`config.mk`:
```
export PLATFORM = sky130hd
export DESIGN_NAME = conv2d_window_scanner_flat
export DESIGN_NICKNAME = d
export VERILOG_FILES = /design/src/rtl/conv2d_window_scanner_if.sv /design/src/rtl/conv2d_window_scanner.sv /design/src/flat_wrapper.sv
export SDC_FILE = /design/constraint.sdc
export NUM_CORES = 1
export LEC_CHECK = 0
export BUFFER_PORTS_ARGS = -buffer_cell sky130_fd_sc_hd__buf_2
export CAP_MARGIN = 30
export CORE_ASPECT_RATIO = 0.5
export CORE_MARGIN = 2
export CORE_UTILIZATION = 46
export CTS_BUF_LIST = sky130_fd_sc_hd__clkbuf_4 sky130_fd_sc_hd__clkbuf_8 sky130_fd_sc_hd__clkbuf_16
export DETAILED_ROUTE_END_ITERATION = 12
export PLACE_DENSITY_LB_ADDON = 0.3
export SLEW_MARGIN = 20
export SYNTH_ARGS = -nofsm -noshare
export SYNTH_HDL_FRONTEND = slang
export SYNTH_SLANG_ARGS = --single-unit
```
`constraint.sdc`:
```
create_clock -name clk -period 4.38 [get_ports clk]
set_input_delay 0.876 -clock clk [delete_from_list [all_inputs] [get_ports clk]]
set_output_delay 0.876 -clock clk [all_outputs]
set_load 0.03 [all_outputs]
```
`src/rtl/conv2d_window_scanner_if.sv`:
```
// Beat bundle between the window scanner and the Conv2d MAC datapath.
// One beat = feature-map address, weight index and boundary flags.
interface conv2d_window_scanner_if #(
  parameter int ADDR_W = 10,
  parameter int WI_W   = 4
);
  logic              addr_valid;
  logic              addr_ready;
  logic [ADDR_W-1:0] addr;
  logic [WI_W-1:0]   w_idx;
  logic              pad;
  logic              tap_last;
  logic              frame_last;

  modport master (
    output addr_valid, addr, w_idx,
    output pad, tap_last, frame_last,
    input  addr_ready
  );

  modport slave (
    input  addr_valid, addr, w_idx,
    input  pad, tap_last, frame_last,
    output addr_ready
  );
endinterface

```
`src/rtl/conv2d_window_scanner.sv`:
```
// Stride-1 Conv2d window scanner: kx,ky,ox,oy nested loop address walk.
// Define CONV2D_SCAN_PAD_EN for "same" zero padding (K must be odd).
module conv2d_window_scanner #(
  parameter int IMG_W  = 5,
  parameter int IMG_H  = 5,
  parameter int K      = 3,
  parameter int ADDR_W = 10
) (
  input  logic clk,
  input  logic reset,
  input  logic start,
  output logic busy,
  output logic done,
  conv2d_window_scanner_if.master m
);

  localparam int WW = (K * K > 1) ? $clog2(K * K) : 1;
`ifdef CONV2D_SCAN_PAD_EN
  localparam int P  = (K - 1) / 2;
  localparam int OW = IMG_W;
  localparam int OH = IMG_H;
`else
  localparam int OW = IMG_W - K + 1;
  localparam int OH = IMG_H - K + 1;
`endif
  localparam int MX = (IMG_W > IMG_H) ? IMG_W : IMG_H;
  localparam int CW = $clog2(MX + 1);

  localparam logic [CW-1:0] K_M1  = CW'(K - 1);
  localparam logic [CW-1:0] OW_M1 = CW'(OW - 1);
  localparam logic [CW-1:0] OH_M1 = CW'(OH - 1);

  typedef enum logic [1:0] {
    IDLE,
    SCAN,
    DONE
  } state_t;

  state_t state, state_n;

  logic [CW-1:0] kx, ky, ox, oy;
  logic [CW-1:0] kx_n, ky_n, ox_n, oy_n;
  logic          load, adv, acc;
  logic          valid_n, busy_n, done_n;

  logic [ADDR_W-1:0] addr_n;
  logic [WW-1:0]     widx_n;
  logic              tl_n, fl_n;
  int                tx, ty, a;
`ifdef CONV2D_SCAN_PAD_EN
  logic              pad_n;
`endif

  assign acc = m.addr_valid & m.addr_ready;

  always_ff @(posedge clk or negedge reset) begin
    if (!reset) state <= IDLE;
    else        state <= state_n;
  end

  always_comb begin
    state_n = state;
    load    = 1'b0;
    adv     = 1'b0;
    valid_n = 1'b0;
    busy_n  = 1'b0;
    done_n  = 1'b0;
    unique case (state)
      IDLE: begin
        if (start) begin
          state_n = SCAN;
          load    = 1'b1;
          valid_n = 1'b1;
          busy_n  = 1'b1;
        end
      end
      SCAN: begin
        busy_n  = 1'b1;
        valid_n = 1'b1;
        if (acc) begin
          adv = 1'b1;
          if (m.frame_last) begin
            state_n = DONE;
            valid_n = 1'b0;
            done_n  = 1'b1;
          end
        end
      end
      DONE:    state_n = IDLE;
      default: state_n = IDLE;
    endcase
  end

  // Odometer: each index wraps and carries into the next outer loop.
  always_comb begin
    kx_n = kx;
    ky_n = ky;
    ox_n = ox;
    oy_n = oy;
    if (load) begin
      kx_n = '0;
      ky_n = '0;
      ox_n = '0;
      oy_n = '0;
    end else if (adv) begin
      kx_n = (kx == K_M1) ? '0 : kx + 1'b1;
      if (kx == K_M1) begin
        ky_n = (ky == K_M1) ? '0 : ky + 1'b1;
        if (ky == K_M1) begin
          ox_n = (ox == OW_M1) ? '0 : ox + 1'b1;
          if (ox == OW_M1)
            oy_n = (oy == OH_M1) ? '0 : oy + 1'b1;
        end
      end
    end
  end

  // Beat fields are derived from the next indices so they register
  // together with the indices they describe.
  always_comb begin
    tx = int'(ox_n) + int'(kx_n);
    ty = int'(oy_n) + int'(ky_n);
`ifdef CONV2D_SCAN_PAD_EN
    tx    = tx - P;
    ty    = ty - P;
    pad_n = (tx < 0) || (tx >= IMG_W) ||
            (ty < 0) || (ty >= IMG_H);
    a     = pad_n ? 0 : ty * IMG_W + tx;
`else
    a     = ty * IMG_W + tx;
`endif
    addr_n = ADDR_W'(a);
    widx_n = WW'(int'(ky_n) * K + int'(kx_n));
    tl_n   = (kx_n == K_M1) && (ky_n == K_M1);
    fl_n   = tl_n && (ox_n == OW_M1) &&
             (oy_n == OH_M1);
  end

  always_ff @(posedge clk or negedge reset) begin
    if (!reset) begin
      kx           <= '0;
      ky           <= '0;
      ox           <= '0;
      oy           <= '0;
      busy         <= 1'b0;
      done         <= 1'b0;
      m.addr_valid <= 1'b0;
      m.addr       <= '0;
      m.w_idx      <= '0;
      m.tap_last   <= 1'b0;
      m.frame_last <= 1'b0;
`ifdef CONV2D_SCAN_PAD_EN
      m.pad        <= 1'b0;
`endif
    end else begin
      kx           <= kx_n;
      ky           <= ky_n;
      ox           <= ox_n;
      oy           <= oy_n;
      busy         <= busy_n;
      done         <= done_n;
      m.addr_valid <= valid_n;
      if (load || adv) begin
        m.addr       <= addr_n;
        m.w_idx      <= widx_n;
        m.tap_last   <= tl_n;
        m.frame_last <= fl_n;
`ifdef CONV2D_SCAN_PAD_EN
        m.pad        <= pad_n;
`endif
      end
    end
  end

`ifndef CONV2D_SCAN_PAD_EN
  assign m.pad = 1'b0;
`endif

endmodule

```
`src/flat_wrapper.sv`:
```
// flat-port wrapper written by rule: the top's interface ports become plain ports
module conv2d_window_scanner_flat 
#(
  parameter int IMG_W  = 5,
  parameter int IMG_H  = 5,
  parameter int K      = 3,
  parameter int ADDR_W = 10
)
  (clk, reset, start, busy, done, m_addr_valid, m_addr, m_w_idx, m_pad, m_tap_last, m_frame_last, m_addr_ready);
  conv2d_window_scanner_if #(.ADDR_W(ADDR_W), .WI_W(((K * K > 1) ? $clog2(K * K) : 1))) m_i ();
  input  logic clk;
  input  logic reset;
  input  logic start;
  output logic busy;
  output logic done;
  output wire logic [$bits(m_i.addr_valid)-1:0] m_addr_valid;
  output wire logic [$bits(m_i.addr)-1:0] m_addr;
  output wire logic [$bits(m_i.w_idx)-1:0] m_w_idx;
  output wire logic [$bits(m_i.pad)-1:0] m_pad;
  output wire logic [$bits(m_i.tap_last)-1:0] m_tap_last;
  output wire logic [$bits(m_i.frame_last)-1:0] m_frame_last;
  input wire logic [$bits(m_i.addr_ready)-1:0] m_addr_ready;
  assign m_addr_valid = m_i.addr_valid;
  assign m_addr = m_i.addr;
  assign m_w_idx = m_i.w_idx;
  assign m_pad = m_i.pad;
  assign m_tap_last = m_i.tap_last;
  assign m_frame_last = m_i.frame_last;
  assign m_i.addr_ready = m_addr_ready;
  conv2d_window_scanner #(.IMG_W(IMG_W), .IMG_H(IMG_H), .K(K), .ADDR_W(ADDR_W)) u_core (.clk(clk), .reset(reset), .start(start), .busy(busy), .done(done), .m(m_i));
endmodule
```
* Word level (Yosys, flattened, before mapping) *
Index checks and enable logic that the tools add are counted.

word-level totals
  flip-flop bits (word level) = 33
  input port bits = 4
  output and inout port bits = 20
  word-level logic and storage cells = 74

operators by class
  add/sub/neg operators = 8
  $mul = 2
  equality and inequality tests = 12
  mux-type cells = 33
  bitwise gates (word level) = 1
  reduce and logical (&&, ||, !) cells = 6

operator list
  kind                   count
  $mux 3                 18
  $mul 32x4->10 const B  1
  $eq 3x2->1 const B     8
  $add 3x1->3 const B    4
  $add 10x10->10         1
  $mux 1                 9
  $add 3x3->4            2
  $mux 2                 3
  $add 4x4->4            1
  $mul 3x2->4 const B    1
  $ne 2x1->1 const B     2
  $pmux 1 s2             2
  $pmux 2 s2             1
  $logic_and 1x1->1      3
  $reduce_and 3->1       1
  $eq 2x1->1 const B     1
  $logic_not 2->1        1
  $ne 2x2->1 const B     1
  $and 1x1->1            1
  $logic_or 1x1->1       1

* Longest topological paths before layout *
  word-level depth = 10
  depth in mapped cells = 18
  gate-level depth less buffers = 17

* Worst setup path after synthesis *
No wires, ideal clock.

  kind = in2reg
  start = input m_addr_ready
  end = register u_core.m.addr[5]
  library setup time = 135 ps
  arrival time = 4,554 ps
  required time = 4,245 ps
  path slack = -309 ps
  stages on the path = 14
  path buffers = 0
  cell sequence = nand4b_2 > or4_4 > or3_4 > a21oi_1 > ha_1 > a21o_1 > a21o_1 > ha_1 > fa_1 > ha_1 > a21o_1 > a21oi_1 > xor2_1 > o21ai_0

on the way
  word-level cells in the longest chain between the ends = 8
  elaborated cells on any way between the ends = 16
  those cells by class = add/sub (3); mul (1); mux (10); bitwise (1); reduce/logical (1)

ends and longest elaborated chain
  item                      RTL line                        text
  start: declaration        flat_wrapper.sv:22              input wire logic [$bits(m_i.addr_ready)-1:0] m_addr_ready;
  $and 1x1->1               conv2d_window_scanner.sv:54     assign acc = m.addr_valid & m.addr_ready;
  $mux 1                    conv2d_window_scanner.sv:80     if (acc) begin
  $mux 1                    conv2d_window_scanner.sv:68     unique case (state)
  $mux 3                    conv2d_window_scanner.sv:105    end else if (adv) begin
  $mux 3                    conv2d_window_scanner.sv:100    if (load) begin
  named net u_core.oy_n[1]  conv2d_window_scanner.sv:42     logic [CW-1:0] kx_n, ky_n, ox_n, oy_n;
  $add 3x3->4               conv2d_window_scanner.sv:122    ty = int'(oy_n) + int'(ky_n);
  $mul 32x4->10             conv2d_window_scanner.sv:130    a = ty * IMG_W + tx;
  $add 10x10->10            conv2d_window_scanner.sv:130
  end signal: assignment    conv2d_window_scanner.sv:164    m.addr <= addr_n;
  end: declaration          conv2d_window_scanner_if.sv:16  output addr_valid, addr, w_idx,

The timed path passes the listed nets, and every way through them passes these cells.
A chain may end at the register's enable or synchronous reset.

* Worst setup path after layout *
  start = register u_core.kx[0]
  end = register u_core.m.addr[5]

on the way
  word-level cells in the longest chain between the ends = 7
  elaborated cells on any way between the ends = 18
  those cells by class = add/sub (4); mul (1); eq/ne (1); mux (12)

ends and longest elaborated chain
  item                      RTL line                      text
  start: declaration        conv2d_window_scanner.sv:41   logic [CW-1:0] kx, ky, ox, oy;
  start signal: assignment  conv2d_window_scanner.sv:156  kx <= kx_n;
  $eq 3x2->1                conv2d_window_scanner.sv:107  if (kx == K_M1) begin
  $mux 3                    conv2d_window_scanner.sv:107
  $mux 3                    conv2d_window_scanner.sv:105
  $mux 3                    conv2d_window_scanner.sv:100
  named net u_core.oy_n[1]  conv2d_window_scanner.sv:42
  $add 3x3->4               conv2d_window_scanner.sv:122
  $mul 32x4->10             conv2d_window_scanner.sv:130
  $add 10x10->10            conv2d_window_scanner.sv:130

The timed path passes the listed nets, and every way through them passes these cells.

==> results.txt <==
Leading cell types in the layout, fill and taps excluded = dfrtp_1 (30), buf_4 (23), buf_2 (19), ha_1 (18), nor2_1 (15)
Final instance area = 2440 um2
Reg2Reg Capture Point = u_core.m.addr[5]$_DFFE_PN0P_
Clk_lat worst skew = 280 ps
Core Area = 4020 um2
Mapped Cells = 192
Via count = 1435
WHS = 482 ps
Hold path depth = 2
Sw frac = 0.428
Cell mode on critical path = ha_4
Vias in the first global route = 1500
Post-synthesis register bit count = 30
Hold WC Path Type = flip-flop to flip-flop
Register area share after synthesis = 0.378
Fin crit period = 4280 ps
Period utilisation layout = 0.978
IR drop worst, VDD = 0.489 mV
Synthesized cell area = 1990 um2
Final Max Slew Viols = 0
# rows = 16
Max-Cap Viols = 0
Clock power share = 0.120
CTS clk-pin slew, worst paths = 70 ps
Commonest non-fill, non-tap cell in the layout = dfrtp_1
Reg-to-Reg Start = u_core.kx[0]$_DFF_PN0_
Post-DP HPWL = 2.98 mm
DR vias/cell = 4.93
Min-Delay Endpoint = u_core.m.w_idx[3]$_DFFE_PN0P_
Largest net degree at the start of global routing = 31
Antenna-violating nets left = 0
Combinational power share = 0.668
Total number of yosys warnings = 0
Cell variety after synth = 39
Fin nets = 267
Clock sink count = 30
Final setup fails = 0
Initial DRC Count = 26
Final hold viol count = 0
Chip height = 50.5 um
Post-DP Area = 2310 um2
Inserted Diodes = 0
Routed wire per std cell = 13.4 um
Synth top area share = 0.378
Pint = 1.14 mW
# port buffers = 19
HP Start = u_core.m.w_idx[3]$_DFFE_PN0P_
Die area = 4890 um2
Remaining DRCs = 0
Crit Path Class = flip-flop to flip-flop
Synth Flop Type = dfrtp_1
Area growth syn-to-layout = 22.9%
Crit path buffers/inverters = 1
# H-tree levels = 2
Clock Skew = 7.66 ps
Run status = completed
First-pass GRT wire length = 6.84 mm
Worst setup EP type = flip-flop
CTS buffer count = 5
Arr. time, crit path = 4430 ps
Clock tree buffer depth = 2
Io pins = 24
GRT Overall Usage = 0.181
Slowest Stage Delay on Critical Path = 540 ps
F_max = 0.233 GHz
Synth async-reset ratio = 1.00
R2R Setup Slk = 100 ps
Layout cell share with drive strength beyond 1 = 0.316
Slew @ Worst Pin = 655 ps
Critical path's top delay family = adder cells
CP Data Required Time = 4520 ps
Largest cells by area after synthesis = dfrtp_1 (38%), ha_1 (13%), fa_1 (7.1%), a21o_1 (3.0%), mux2_2 (2.8%)
Lkg Pwr = 1.21 nW
CP max-delay cell = or4_4
Power share of the sequential group = 0.212
Avg Synthesized Cell Area = 10.3 um2
R2R depth = 13
Setup TNS = 0 ps
Grt ovf = 0
Leading area contributor after synthesis = dfrtp_1
Pwr dens = 817 nW/um2
Initial Util = 0.493
CP max FO = 6
Router iterations before antenna repair = 4
Clk root buf = clkbuf_8
Die W = 96.9 um
Critical Path, Cell by Cell = or3b_4 > or4_4 > or3_4 > a21oi_4 > buf_4 > fa_2 > ha_4 > fa_1 > ha_4 > a21o_1 > a21oi_2 > xor2_1 > o21ai_0
CP Launch Type = flip-flop
Switch Pwr = 855 uW
Relative slew slack = 0.563
CTS tree = built
Initial antenna violation count = 0
Global placement routability congestion = 0.815
Design Power = 2.00 mW
Total Wirelength = 3.91 mm
Post-synth EDFFs = 0
Unrepaired setup endpoints after global routing = false
[cells by family after synthesis]
group                    share of synthesized area
AO/OA/AOI/OAI                                0.107
XOR/XNOR                                    0.0485
adder cells (fa/ha/maj)                      0.197
buffers and inverters                       0.0479
flip-flops                                   0.378
multiplexers                                0.0384
other                                      0.00189
AND/OR/NAND/NOR                              0.181
[power groups by stage]
stage | Combinational (mW) | Sequential, mW | Clock, mW
6_report | 1.33 | 0.424 | 0.239
5_1_grt | 1.50 | 0.435 | 0.259
4_1_cts | 1.34 | 0.423 | 0.245
3_5_place_dp | 1.29 | 0.427 | 0
3_3_place_gp | 1.25 | 0.425 | 0
2_1_floorplan | 0.802 | 0.518 | 0
[registers in the layout, indices dropped and copies added, names as in the netlist]
signal,cells
u_core.m.addr,7
u_core.m.w_idx,4
u_core.kx,3
u_core.ky,3
u_core.ox,3
u_core.oy,3
u_core.state,2
u_core.busy,1
u_core.done,1
u_core.m.addr_valid,1
u_core.m.frame_last,1
u_core.m.tap_last,1
[metal layers]
metal	share of wire	vias to the layer above	wire length, um	track usage
li1	-	737	-	-
met1	0.49	664	1930	0.232
met2	0.45	28	1760	0.302
met3	0.044	6	172	0.0529
met4	0.014	0	53	0.0563
met5	0	-	0	0
[synth_stat cells, types with 2 or more instances]
cell	number
buf_4	4
mux2_2	5
xor2_1	6
nor2b_1	5
nand2_1	10
nor2_1	15
clkbuf_1	3
nor4_1	2
and2_1	2
mux2i_1	2
a21oi_1	7
inv_1	13
ha_1	20
or2_2	5
nor3b_1	3
o21ai_0	9
or3b_4	2
dfrtp_1	30
nand2b_1	3
nor3_1	4
a21o_1	8
xnor2_1	5
fa_1	7
nand3_1	4
o21a_1	4
[cell type report]
type                            count  area, um2
Tap cell                           54       67.6
Clock inverter                      1       5.00
Inverter                           13       48.8
Fill cell                         342       1580
Multi-Input combinational cell    144       1210
Clock buffer                        7       90.1
Timing Repair Buffer               42        268
Sequential cell                    30        751
[stage by stage]
stage	utilization	std cells	setup slack (ps)
after floorplan	-	195	121
after global placement	0.574	282	-58.8
after detailed placement	0.574	282	-142
after CTS	0.604	291	51.0
after global routing	0.607	291	7.31
final	0.607	291	96.1
[tightest hold or removal path: stages, from the launching register on]
cell and delay, ps:
dfrtp_1 340, nand2_1 50, o21ai_0 60
[timing repair]
| item | 4_1_cts | 5_1_grt |
|---|---|---|
| buffers inserted | 1 | 0 |
| gates resized for setup | 2 | 3 |
| pin swaps | 4 | 6 |
| hold buffers | 0 | 0 |
| endpoints found under the setup margin | 1 | 3 |
[worst max-delay path by stage]
stage	startpoint	to	depth (start not counted)
2_1_floorplan	m_addr_ready	u_core.m.addr[5]$_DFFE_PN0P_	14
3_3_place_gp	m_addr_ready	u_core.m.addr[6]$_DFFE_PN0P_	15
3_5_place_dp	m_addr_ready	u_core.m.addr[5]$_DFFE_PN0P_	15
4_1_cts	u_core.ox[2]$_DFF_PN0_	u_core.m.addr[5]$_DFFE_PN0P_	13
5_1_grt	u_core.kx[0]$_DFF_PN0_	u_core.m.addr[5]$_DFFE_PN0P_	13
6_report	u_core.kx[0]$_DFF_PN0_	u_core.m.addr[5]$_DFFE_PN0P_	13
Note: power is estimated with default switching activity, not from simulation.
